## src/rtl/seq_bit_serializer.sv

```systemverilog
// seq_bit_serializer
//   Loads a parallel pattern of programmable length and sends it one bit per
//   step strobe, MSB-first, on bit_out. The pattern can run once or repeat
//   continuously. A single-shot pattern ends with a one-cycle done pulse, and
//   abort cancels the pattern at any point.
//
// Ports
//   clk        rising-edge system clock
//   rst        asynchronous active-low reset
//   load       capture data_in/len (accepted only while ready=1)
//   data_in    pattern; data_in[len-1] is sent first
//   len        pattern length, legal range 1..WIDTH
//   repeat_en  restart the pattern after its last bit (sampled on that step)
//   step       advance strobe; one bit consumed per clock with step=1
//   abort      synchronous cancel, highest synchronous priority
//   bit_out    current serial bit
//   bit_valid  bit_out carries a pattern bit
//   ready      idle, load will be accepted
//   done       one-cycle pulse after a non-repeating pattern completes
//   err        one-cycle pulse on a load with an illegal len
module seq_bit_serializer #(
   parameter int unsigned WIDTH = 8,
   parameter int unsigned LEN_W = 4
) (
   input  logic             clk,
   input  logic             rst,
   input  logic             load,
   input  logic [WIDTH-1:0] data_in,
   input  logic [LEN_W-1:0] len,
   input  logic             repeat_en,
   input  logic             step,
   input  logic             abort,
   output logic             bit_out,
   output logic             bit_valid,
   output logic             ready,
   output logic             done,
   output logic             err
);

   typedef enum logic [1:0] {
      IDLE  = 2'd0,
      SHIFT = 2'd1,
      DONE  = 2'd2
   } state_t;

   localparam logic [LEN_W-1:0] MAX_LEN = LEN_W'(WIDTH);

   state_t           state_q, state_d;
   logic [WIDTH-1:0] shift_q, shift_d;
   logic [WIDTH-1:0] saved_q, saved_d;
   logic [LEN_W-1:0] cnt_q, cnt_d;
   logic [LEN_W-1:0] len_q, len_d;
   logic             bit_out_q, bit_out_d;
   logic             bit_valid_q, bit_valid_d;
   logic             ready_q, ready_d;
   logic             done_q, done_d;
   logic             err_q, err_d;

   logic [WIDTH-1:0] aligned;
   logic             len_ok;

   // The pattern is left-aligned so the bit on air is always shift_q[WIDTH-1];
   // data_in bits above len-1 fall off the top and are ignored.
   always_comb begin
      aligned = data_in << (WIDTH - 32'(len));
      len_ok  = (len != '0) && (len <= MAX_LEN);
   end

   always_comb begin
      state_d     = state_q;
      shift_d     = shift_q;
      saved_d     = saved_q;
      cnt_d       = cnt_q;
      len_d       = len_q;
      bit_out_d   = bit_out_q;
      bit_valid_d = bit_valid_q;
      ready_d     = ready_q;
      done_d      = 1'b0;
      err_d       = 1'b0;

      if (abort) begin
         state_d     = IDLE;
         bit_out_d   = 1'b0;
         bit_valid_d = 1'b0;
         ready_d     = 1'b1;
      end else begin
         unique case (state_q)
            IDLE: begin
               if (load) begin
                  if (len_ok) begin
                     state_d     = SHIFT;
                     shift_d     = aligned;
                     saved_d     = aligned;
                     cnt_d       = len;
                     len_d       = len;
                     bit_out_d   = aligned[WIDTH-1];
                     bit_valid_d = 1'b1;
                     ready_d     = 1'b0;
                  end else begin
                     err_d = 1'b1;
                  end
               end
            end
            SHIFT: begin
               if (step) begin
                  if (cnt_q > LEN_W'(1)) begin
                     shift_d   = shift_q << 1;
                     cnt_d     = cnt_q - LEN_W'(1);
                     bit_out_d = shift_d[WIDTH-1];
                  end else if (repeat_en) begin
                     // Reload without a gap: bit_valid stays high.
                     shift_d   = saved_q;
                     cnt_d     = len_q;
                     bit_out_d = saved_q[WIDTH-1];
                  end else begin
                     state_d     = DONE;
                     bit_out_d   = 1'b0;
                     bit_valid_d = 1'b0;
                     done_d      = 1'b1;
                  end
               end
            end
            DONE: begin
               state_d = IDLE;
               ready_d = 1'b1;
            end
            default: begin
               state_d     = IDLE;
               bit_out_d   = 1'b0;
               bit_valid_d = 1'b0;
               ready_d     = 1'b1;
            end
         endcase
      end
   end

   always_ff @(posedge clk or negedge rst) begin
      if (!rst) begin
         state_q     <= IDLE;
         shift_q     <= '0;
         saved_q     <= '0;
         cnt_q       <= '0;
         len_q       <= '0;
         bit_out_q   <= 1'b0;
         bit_valid_q <= 1'b0;
         ready_q     <= 1'b1;
         done_q      <= 1'b0;
         err_q       <= 1'b0;
      end else begin
         state_q     <= state_d;
         shift_q     <= shift_d;
         saved_q     <= saved_d;
         cnt_q       <= cnt_d;
         len_q       <= len_d;
         bit_out_q   <= bit_out_d;
         bit_valid_q <= bit_valid_d;
         ready_q     <= ready_d;
         done_q      <= done_d;
         err_q       <= err_d;
      end
   end

   assign bit_out   = bit_out_q;
   assign bit_valid = bit_valid_q;
   assign ready     = ready_q;
   assign done      = done_q;
   assign err       = err_q;

endmodule

```

## config.mk

```make
export PLATFORM = sky130hd
export DESIGN_NAME = seq_bit_serializer
export DESIGN_NICKNAME = d
export VERILOG_FILES = /design/src/rtl/seq_bit_serializer.sv
export SDC_FILE = /design/constraint.sdc
export NUM_CORES = 1
export LEC_CHECK = 0
export CORE_UTILIZATION = 40
export CTS_CLUSTER_DIAMETER = 80
export CTS_CLUSTER_SIZE = 25
export DETAILED_ROUTE_END_ITERATION = 12
export SLEW_MARGIN = 20
export SYNTH_ARGS = -nofsm -noshare
export SYNTH_HDL_FRONTEND = slang
export SYNTH_SLANG_ARGS = --single-unit
```

## constraint.sdc

```tcl
create_clock -name clk -period 6.05 [get_ports clk]
set_clock_uncertainty 0.1 [all_clocks]
set_input_delay 1.21 -clock clk [delete_from_list [all_inputs] [get_ports clk]]
set_output_delay 1.21 -clock clk [all_outputs]
set_load 0.005 [all_outputs]
```

==> qor.txt <==
Reg2Reg Setup Slack = 3440 ps
Setup Buffers After CTS = 0
Setup TNS = 0 ps
HPWL after DPL = 3.215 mm
Die H = 72.75 um
vias in the first global route = 1489
Fmax = 262.1 MHz
vias per cell = 5.449
clk slew on worst S/H paths = 70 ps
HP Start = saved_q[2]$_DFFE_PN0P_
Hold Buf Count CTS = 0
worst endpoint required time = 6170 ps
io pins = 23
first-pass GRT wire length = 7.769 mm
grt total ovfl = 0
Final Max Slew Viols = 0
Mean Syn Cell Area = 10.01 um2
Total Routing Usage GR = 19.68%
die area = 5292 um2
Crit Path Class = in2reg
Arr. time, crit path = 3940 ps
hold path cells = 2
main flop type after synthesis = dfrtp_1
EDFF count, synth = 0
# clock sinks = 30
leading area contributor after synthesis = dfrtp_1
layout cells sized above 1 = 14.68%
worst reg2reg path depth = 5
worst r2r src = cnt_q[0]$_DFFE_PN0P_
clk root buf = clkbuf_8
Synth top area share = 36.25%
crit share post-route = 63.07%
Worst-Margin Slew = 990.3 ps
Iter 0 DRT Violations = 92
post-synthesis cell type count = 56
Ys Warns = 0
nets = 238
CTS tree = yes
number of synthesized register bits = 30
initial antenna violation count = 0
Leak = 0.9564 nW
hold worst-path end = saved_q[2]$_DFFE_PN0P_
clock buffer depth = 2
Max-slew headroom = 33.97%
TritonRoute pass-1 iters = 4
I/O Buffers = 22
Cell Area, Synth = 2002 um2
Layout area overhead = 15.06%
CTS H-tree lvls = 2
commonest cells after routing, fill and taps aside = dfrtp_1, nand2_1, clkdlybuf4s50_1
CP endpoint kind = register
HP Class = reg2reg
maximum fanout along the worst path = 15
Final setup viols = 0
clock latency on the worst-skew pair = 280 ps
Post-CTS Resized = 0
largest net degree at the start of global routing = 31
VDD IR max = 0.07310 mV
Final GP Congestion = 0.8396
TritonCTS buffer count = 5
vias = 1553
starting density of the core = 42.11%
Synth Instances = 200
Cell Rows = 25
final hold violations = 0
Core ar. = 4755 um2
wirelength, routed = 4.492 mm
# Max-Cap Violations = 0
PwrDens = 281.5 nW/um2
Synth area leaders = dfrtp_1, mux2i_1, nand2_1
Reg2Reg Capture Point = shift_q[1]$_DFFE_PN0P_
status = finished clean
final worst path period need = 3816 ps
Seq/Total Area, Yosys = 37.56%
chip width = 72.75 um
crit start category = primary input
ANT cells = 0
WL/cell = 15.76 um
Async S/R FF share, synth = 100.0%
CP Launch Point = len[0]
Antenna Nets Post-Route = 0
syn_nets = 221
# DRC = 0
fin util = 48.45%
unrepaired setup endpoints after global routing = no
most common cell after layout, fill and taps aside = dfrtp_1
[worst max-delay path, cell delays in order]
cell and delay (ps):
clkdlybuf4s50_1 880, inv_1 100, ha_1 620, mux4_4 370, nand2_1 80, a2111oi_2 430
o221a_1 240
[per-stage QoR]
step	power, mW	cells	instance area (um2)	setup slack [ps]	hold WS [ps]
after floorplan	0.4260	200	2002	2932	346.0
after global placement	0.4771	277	2210	1918	363.5
after detailed placement	0.4810	277	2210	1887	371.9
after CTS	0.6516	285	2301	2207	386.8
after global routing	0.6932	285	2303	2022	399.0
final	0.6484	285	2303	2234	383.0
[cell usage after synthesis (3+ instances only)]
cell type and n:
a21oi_1 9, buf_6 6, clkbuf_1 3, dfrtp_1 29, ha_1 3, inv_1 8, mux2_2 6, mux2i_1 12
nand2_1 24, nand2b_1 3, nor2_1 10, nor3_1 8, o211ai_1 3, o21ai_0 17
[area by class of cell]
type	count	area (um2)
Clock buffer	7	86.33
Clock inverter	1	5.005
Fill cell	469	2451
Inverter	8	30.03
Multi-Input combinational cell	149	1119
Sequential cell	30	752.0
Tap cell	67	83.83
Timing Repair Buffer	23	227.7
[registers in the layout (all words and copies together) (netlist names)]
register	count
ready	1
saved_q	8
err	1
cnt_q	4
state_q	2
bit_valid	1
len_q	4
shift_q	7
bit_out	1
done	1
[routing by layer]
layer	part of all wire [%]	GRT usage [%]	vias up
met2	45	29.08	28
met3	2.9	4.144	6
met5	0	0	-
met4	1.3	5.882	0
li1	-	-	766
met1	51	28.78	753
[cell families after synthesis]
| kind of cell | synth area share [%] |
|---|---|
| AO/OA/AOI/OAI | 23.63 |
| adder cells (fa/ha/maj) | 1.875 |
| multiplexers | 13.62 |
| XOR/XNOR | 1.750 |
| AND/OR/NAND/NOR | 14.88 |
| buffers and inverters | 6.687 |
| flip-flops | 37.56 |
[power breakdown]
part / total [mW] / switching [mW] / internal [mW]
combinational: 0.199 / 0.104 / 0.0954
clock: 0.172 / 0.0800 / 0.0918
sequential: 0.278 / 0.0330 / 0.245
[worst max-delay path by stage]
stage                                   to  slack, ps
floorplan           saved_q[3]$_DFFE_PN0P_       2930
global route        shift_q[1]$_DFFE_PN0P_       2020
global placement       bit_out$_DFFE_PN0P_       1920
CTS                    bit_out$_DFFE_PN0P_       2210
detailed placement     bit_out$_DFFE_PN0P_       1890
finish                 bit_out$_DFFE_PN0P_       2230
(Power assumes the default switching activity.)
